### config.mk
export PLATFORM = sky130hd
export DESIGN_NAME = mips_multicycle
export DESIGN_NICKNAME = d
export VERILOG_FILES = /design/src/rtl/mips_multicycle.sv
export SDC_FILE = /design/constraint.sdc
export NUM_CORES = 2
export LEC_CHECK = 0
export CORE_MARGIN = 2
export CORE_UTILIZATION = 57
export DETAILED_ROUTE_END_ITERATION = 10
export PLACE_DENSITY = 0.83
export SLEW_MARGIN = 20
export SYNTH_ARGS = -nofsm -noshare
export SYNTH_HDL_FRONTEND = slang
export SYNTH_SLANG_ARGS = --single-unit
### constraint.sdc
create_clock -name clk -period 3.5 [get_ports clk]
set_input_delay 0.7 -clock clk [delete_from_list [all_inputs] [get_ports clk]]
set_output_delay 0.7 -clock clk [all_outputs]
set_load 0.005 [all_outputs]
### src/rtl/mips_multicycle.sv
// Multi-cycle MIPS-I subset core with one shared memory port.
// Each instruction walks FETCH -> DECODE -> EXEC [-> MEM] [-> WB]; illegal encodings park in HALT.
module mips_multicycle #(
    parameter logic [31:0] RESET_PC = 32'h0000_0000,
    parameter int unsigned ADDR_W   = 32,
    parameter int unsigned CNT_W    = 32
) (
    input  logic              clk,
    input  logic              rst,
    output logic              mem_req,
    output logic              mem_we,
    output logic [ADDR_W-1:0] mem_addr,
    output logic [31:0]       mem_wdata,
    input  logic [31:0]       mem_rdata,
    input  logic              mem_ready,
    output logic              halt,
    output logic [CNT_W-1:0]  instr_count
);
    typedef enum logic [2:0] {StFetch, StDecode, StExec, StMem, StWb, StHalt} state_e;

    localparam logic [5:0] OpRtype = 6'h00;
    localparam logic [5:0] OpJ     = 6'h02;
    localparam logic [5:0] OpBeq   = 6'h04;
    localparam logic [5:0] OpAddi  = 6'h08;
    localparam logic [5:0] OpLw    = 6'h23;
    localparam logic [5:0] OpSw    = 6'h2b;

    localparam logic [5:0] FnSll = 6'h00;
    localparam logic [5:0] FnAdd = 6'h20;
    localparam logic [5:0] FnSub = 6'h22;
    localparam logic [5:0] FnAnd = 6'h24;
    localparam logic [5:0] FnOr  = 6'h25;
    localparam logic [5:0] FnSlt = 6'h2a;

    state_e           state_q, state_d;
    logic [31:0]      pc_q, pc_d;
    logic [31:0]      ir_q, ir_d;
    logic [31:0]      a_q, a_d;
    logic [31:0]      b_q, b_d;
    logic [31:0]      alu_q, alu_d;
    logic [31:0]      mdr_q, mdr_d;
    logic [31:0]      target_q, target_d;
    logic [CNT_W-1:0] instr_count_q, instr_count_d;
    logic [31:0]      rf_q [32];
    logic [31:0]      rf_d [32];

    logic [5:0]  opcode, funct;
    logic [4:0]  rs, rt, rd, shamt;
    logic [31:0] sext_imm, alu_r, ls_addr;
    logic        legal, retire;
    logic        rf_we;
    logic [4:0]  rf_waddr;
    logic [31:0] rf_wdata;

    assign opcode   = ir_q[31:26];
    assign rs       = ir_q[25:21];
    assign rt       = ir_q[20:16];
    assign rd       = ir_q[15:11];
    assign shamt    = ir_q[10:6];
    assign funct    = ir_q[5:0];
    assign sext_imm = {{16{ir_q[15]}}, ir_q[15:0]};
    assign ls_addr  = a_q + sext_imm;

    always_comb begin
        alu_r = '0;
        legal = 1'b0;
        case (funct)
            FnAdd:   alu_r = a_q + b_q;
            FnSub:   alu_r = a_q - b_q;
            FnAnd:   alu_r = a_q & b_q;
            FnOr:    alu_r = a_q | b_q;
            FnSlt:   alu_r = {31'b0, $signed(a_q) < $signed(b_q)};
            FnSll:   alu_r = b_q << shamt;
            default: alu_r = '0;
        endcase
        case (opcode)
            OpRtype:                       legal = funct inside {FnSll, FnAdd, FnSub, FnAnd, FnOr,
                                                                 FnSlt};
            OpJ, OpBeq, OpAddi, OpLw, OpSw: legal = 1'b1;
            default:                       legal = 1'b0;
        endcase
    end

    always_comb begin
        state_d       = state_q;
        pc_d          = pc_q;
        ir_d          = ir_q;
        a_d           = a_q;
        b_d           = b_q;
        alu_d         = alu_q;
        mdr_d         = mdr_q;
        target_d      = target_q;
        mem_req       = 1'b0;
        mem_we        = 1'b0;
        mem_addr      = pc_q[ADDR_W-1:0];
        mem_wdata     = b_q;
        retire        = 1'b0;
        rf_we         = 1'b0;
        rf_waddr      = '0;
        rf_wdata      = '0;

        unique case (state_q)
            StFetch: begin
                mem_req = 1'b1;
                if (mem_ready) begin
                    ir_d    = mem_rdata;
                    pc_d    = pc_q + 32'd4;
                    state_d = StDecode;
                end
            end
            StDecode: begin
                a_d      = (rs == 5'd0) ? 32'h0 : rf_q[rs];
                b_d      = (rt == 5'd0) ? 32'h0 : rf_q[rt];
                target_d = pc_q + {sext_imm[29:0], 2'b00};
                state_d  = legal ? StExec : StHalt;
            end
            StExec: begin
                case (opcode)
                    OpRtype: begin
                        alu_d   = alu_r;
                        state_d = StWb;
                    end
                    OpAddi: begin
                        alu_d   = a_q + sext_imm;
                        state_d = StWb;
                    end
                    OpLw, OpSw: begin
                        alu_d   = ls_addr;
                        // Misaligned accesses never reach the bus.
                        state_d = (ls_addr[1:0] != 2'b00) ? StHalt : StMem;
                    end
                    OpBeq: begin
                        if (a_q == b_q) pc_d = target_q;
                        retire  = 1'b1;
                        state_d = StFetch;
                    end
                    OpJ: begin
                        pc_d    = {pc_q[31:28], ir_q[25:0], 2'b00};
                        retire  = 1'b1;
                        state_d = StFetch;
                    end
                    default: state_d = StHalt;
                endcase
            end
            StMem: begin
                mem_req   = 1'b1;
                mem_we    = (opcode == OpSw);
                mem_addr  = alu_q[ADDR_W-1:0];
                mem_wdata = b_q;
                if (mem_ready) begin
                    if (opcode == OpSw) begin
                        retire  = 1'b1;
                        state_d = StFetch;
                    end else begin
                        mdr_d   = mem_rdata;
                        state_d = StWb;
                    end
                end
            end
            StWb: begin
                rf_we   = 1'b1;
                retire  = 1'b1;
                state_d = StFetch;
                case (opcode)
                    OpRtype: begin
                        rf_waddr = rd;
                        rf_wdata = alu_q;
                    end
                    OpLw: begin
                        rf_waddr = rt;
                        rf_wdata = mdr_q;
                    end
                    default: begin
                        rf_waddr = rt;
                        rf_wdata = alu_q;
                    end
                endcase
            end
            StHalt: state_d = StHalt;
            default: state_d = StHalt;
        endcase

        instr_count_d = instr_count_q + CNT_W'(retire);
    end

    always_comb begin
        rf_d = rf_q;
        if (rf_we) rf_d[rf_waddr] = rf_wdata;
        rf_d[0] = '0;
    end

    always_ff @(posedge clk) begin
        if (rst) begin
            state_q       <= StFetch;
            pc_q          <= RESET_PC;
            ir_q          <= '0;
            a_q           <= '0;
            b_q           <= '0;
            alu_q         <= '0;
            mdr_q         <= '0;
            target_q      <= '0;
            instr_count_q <= '0;
            for (int i = 0; i < 32; i++) rf_q[i] <= '0;
        end else begin
            state_q       <= state_d;
            pc_q          <= pc_d;
            ir_q          <= ir_d;
            a_q           <= a_d;
            b_q           <= b_d;
            alu_q         <= alu_d;
            mdr_q         <= mdr_d;
            target_q      <= target_d;
            instr_count_q <= instr_count_d;
            rf_q          <= rf_d;
        end
    end

    assign halt        = (state_q == StHalt);
    assign instr_count = instr_count_q;

endmodule

# --- Word-level counts from Yosys, hierarchy flattened ---
# Cells that the tools add are included.
totals:
  register_bits: 1283
  inputBits: 35
  out_inout_bits: 99
op_classes:
  add_sub_neg: 6
  order_cmp: 5
  n_eq_ne: 23
  shifts: 1
  n_mux: 37
  bitwise: 6
  reduce_logical: 22
ops:
  columns: ["operator", "count"]
  rows:
  - ["bitwise mux 1024 bit", 1]
  - ["2-to-1 mux 32 bit", 12]
  - ["binary-select mux 32 bit (select 5 bit)", 2]
  - ["one-hot mux 32 bit (2 select lines)", 3]
  - ["one-hot mux 32 bit (6 select lines)", 1]
  - ["demux 32 bit (select 5 bit)", 1]
  - ["adder 32 bit", 3]
  - ["equality test 6 bit, second input constant", 7]
  - ["adder 32 x 1 -> 32 bit", 1]
  - ["adder 32 x 3 -> 32 bit, second input constant", 1]
  - ["AND 32 bit", 1]
  - ["equality test 32 bit", 1]
  - ["< comparator 32 bit", 1]
  - ["OR 32 bit", 1]
  - ["<< shifter 32 x 5 -> 32 bit", 1]
  - ["subtractor 32 bit", 1]
  - ["greater-or-equal comparator 6 bit, second input constant", 3]
  - ["inverter 5 -> 6 bit", 3]
  - ["2-to-1 mux 3 bit", 5]
  - ["one-hot mux 3 bit (5 select lines)", 1]
  - ["logical NOT 6 bit", 2]
  - ["logical NOT 5 bit", 2]
  - ["2-to-1 mux 5 bit", 2]
  - ["!= test 2 bit, second input constant", 5]
  - ["other kinds (25)", 39]

# --- Longest topological paths before layout ---
depth:
  ltp_word: 9
  mapped_depth: 17
  ltp_nobuf: 14

# --- Worst setup path after synthesis ---
# OpenSTA, ideal clock, no wires.
synth_timing:
  path_kind: "reg2reg"
  from: "register ir_q[29]"
  to: "register instr_count_q[29], in the netlist instr_count[29]"
  setup_ns: 0.128
  arrival_time_ns: 3.191
  required_ns: 3.372
  slack_ns: 0.182
  path_stages_with_launch: 18
  n_path_buf: 3
  period_less_slack_ns: 3.318
  cell_sequence: "dfxtp_1 -> buf_2 -> or4_4 -> nor2_1 -> and2_1 -> clkbuf_1 -> a21oi_1 -> o221ai_1 -> ha_1 -> and3_1 -> clkbuf_1 -> and3_1 -> and3_1 -> nor2b_1 -> and2_1 -> nand3_1 -> xor2_1 -> nor2_1"
synth_between:
  elab_chain_len: 5
synth_rtl:
  columns: ["item", "line_no", "rtl"]
  rows:
  - ["start: declaration", "37", "logic [31:0] ir_q, ir_d;"]
  - ["start signal: assignment", "207", "ir_q <= ir_d;"]
  - ["equality test 6 bit, or another cell as far along", "151", "if (opcode == OpSw) begin"]
  - ["2-to-1 mux 1 bit / OR reduction 2 bit (equally long branches)", null, null]
  - ["2-to-1 mux 1 bit (on tied branches)", "150, 118", null]
  - ["one-hot mux 1 bit (3 select lines) *", "102", "unique case (state_q)"]
  - ["adder 32 x 1 -> 32 bit *", "183", "instr_count_d = instr_count_q + CNT_W'(retire);"]
  - ["end signal: assignment", "213", "instr_count_q <= instr_count_d;"]
  - ["end: declaration", "43", "logic [CNT_W-1:0] instr_count_q, instr_count_d;"]
# Mark *: on every way between the ends. The rest lies on a longest branch, timed or not.
# A chain may end at the register's enable or synchronous reset.

# --- Worst setup path after layout ---
layout_timing:
  from: "register state_q[2]"
  to: "output port mem_addr[18]"
layout_between:
  elab_chain_len: 2
layout_rtl:
  columns: ["item", "line_no", "rtl"]
  rows:
  - ["start: declaration", "35", "state_e state_q, state_d;"]
  - ["start signal: assignment", "194", "state_q <= StFetch;"]
  - ["start signal: assignment", "205", "state_q <= state_d;"]
  - ["equality test 3 x 2 -> 1 bit", "102", null]
  - ["2-to-1 mux 32 bit", "102", null]
  - ["end: declaration", "12", "output logic [ADDR_W-1:0] mem_addr,"]
# No other way between the ends.

==> summary.txt <==
site row count -> 129
gr usage total -> 0.407
Final Slew Violations -> 0
fill count -> 9,275
fin crit share -> 0.978
Seq/Total Area, Yosys -> 0.353
CTS Root Cell -> clkbuf_16
Max IR drop VDD -> 489 µV
Setup crit start kind -> register
Final setup viols -> 0
WL final -> 266 mm
vias in the first global route -> 66,200
Post-synth EDFFs -> 0
Rel. slew slack -> 0.212
routed length per instance -> 26.2 µm
Synth Cell Area -> 70,900 µm²
global route overflow -> 0
H-tree depth -> 4
Clock Skew -> 0.0289 ns
switching pwr -> 10.9 mW
dominant synthesized flop cell -> dfxtp_1
routability cong. -> 1.08
FMAX -> 292 MHz
crit path kind -> reg2out
largest net degree at the start of global routing -> 219
fraction of layout cells with a size suffix above 1 -> 0.184
RSZ-0062 raised after global routing -> yes
post-synthesis cell type count -> 86
worst-path maximum fanout -> 31
Seq pwr share -> 0.410
syn avg cell area -> 8.50 µm²
Leak -> 29.3 nW
CP Capture Type -> output pin
area grow syn2layout -> 15.0%
critical path required time -> 2.80 ns
largest cells by area after synthesis -> dfxtp_1, mux4_2, nor2_1
Internal Pwr Total -> 25.5 mW
initial antenna violation count -> 8
Via Count -> 69,100
Num CTS Buffers -> 136
DRT Pass-1 Iters -> 10
Overall Power -> 36.3 mW
most common cell after layout, fill and taps aside -> nor2_1
setup TNS -> 0 ns
CTS tree -> yes
synthesis warning total -> 0
most frequent cells in the layout -> nor2_1, a21oi_1, dfxtp_1, mux4_2, nand2_1
core area -> 124,000 µm²
outcome -> completed
CTS Hold Bufs -> 0
clk_lat worst skew -> 0.80 ns
Place WS -> -0.171 ns
power per cell area -> 445 nW/µm²
synthesized instance count -> 8,344
worst setup margin -> 0.0773 ns
clock slew at reported path FFs -> 0.06 ns
Clock Sinks -> 1,251
Synth area leader -> dfxtp_1
fin util -> 0.660
clock share of power -> 0.412
Final min period -> 3.42 ns
first-pass GRT wire length -> 396 mm
ANT nets after route -> 0
die area -> 127,000 µm²
Final Hold Violating Endpoints -> 0
Worst-Margin Slew -> 1.18 ns
HP Class -> in2reg
crit path DAT -> 2.72 ns
I/O pin cnt -> 134
initial core utilization -> 0.574
Logic pwr share -> 0.178
Seq cells post-synth -> 1,251
Die X -> 357 µm
syn_nets -> 8,549
Final #Nets -> 8,579
post-DP HPWL -> 176 mm
First DRT Iteration DRCs -> 11,300
Max-cap violations -> 0
Sw Ratio -> 0.299
Longest Clk Path Bufs -> 3
Die Span Y -> 357 µm
top-area cell type share of the netlist area -> 0.353
Vias/cell -> 6.83
ys async rst share -> 0
port bufs -> 133
# DRC -> 0
synthesized netlist by cell type (101+ instances only):
cell,count
nor2_1,2350
a21oi_1,1356
dfxtp_1,1251
clkbuf_1,615
mux4_2,594
nand2_1,495
ha_1,166
o21ai_0,165
inv_1,129
mux2i_1,112
nand3_1,107
mux2_2,101
layout make-up:
type                            instances  area (µm²)  share of cell area
Inverter                              131         499             0.00612
Clock inverter                         51         576             0.00705
Sequential cell                      1251       25100               0.308
Clock buffer                          194        4000              0.0490
Multi-Input combinational cell       6209       42800               0.525
Timing Repair Buffer                  645        6510              0.0797
Antenna cell                            7        17.5            0.000215
Tap cell                             1637        2050              0.0251
critical path, cell delays in order (launching register included):
cell and delay, ns:
dfxtp_2 0.60, or2_4 0.48, nand2_1 0.14, nand2_1 0.17, clkdlybuf4s50_1 0.52
metrics by stage:
step | cell area (µm²) | cells | hold WS [ns]
final | 81600 | 10100 | 0.297
after detailed placement | 76800 | 9869 | 0.444
after CTS | 81400 | 10100 | 0.327
after global routing | 81600 | 10100 | 0.339
after global placement | 76800 | 9869 | 0.438
after floorplan | 70900 | 8344 | 0.424
worst paths after layout:
kind,end,cells past startpoint,slack (ns),from
worst max-delay path,mem_addr[18],4,0.08,state_q[2]
worst min-delay path,pc_q[1],2,0.30,rst
worst max register to register,alu_q[25],12,0.11,ir_q[8]
worst min register to register,target_q[15],2,0.45,target_q[15]
routing by layer:
layer	global-route usage	vias up	wire (µm)
met3	0.115	1463	38000
li1	-	29400	-
met4	0.300	6	22600
met1	0.508	32800	91300
met2	0.602	5495	114000
met5	0	-	39
power groups by stage:
stage,clock (mW),combinational [mW],sequential [mW]
final,15.0,6.47,14.9
after global routing,15.5,6.72,14.9
after floorplan,0,3.99,14.9
after detailed placement,0,6.18,15.2
after CTS,14.9,6.21,14.9
after global placement,0,6.12,15.2
flip-flops by register name (all words and copies together), names as in the netlist:
name / flops
alu_q: 32
rf_q: 992
a_q: 32
target_q: 32
mdr_q: 32
mem_wdata: 32
ir_q: 32
instr_count: 32
state_q: 3
pc_q: 32
cells by family after synthesis:
family | synth area share
and+or+nand+nor | 0.179
AOI/OAI and AO/OA | 0.155
DFF | 0.353
buffers and inverters | 0.0483
muxes | 0.220
adders and majority gates | 0.0304
xor gates and xnor gates | 0.0130
what timing repair did:
item                                    4_1_cts  5_1_grt
endpoints found under the setup margin       93      275
setup buffers                                 0        4
pin swaps                                     0        5
resized for setup                             9       48
No activity file was read; power rests on OpenSTA's default activity.
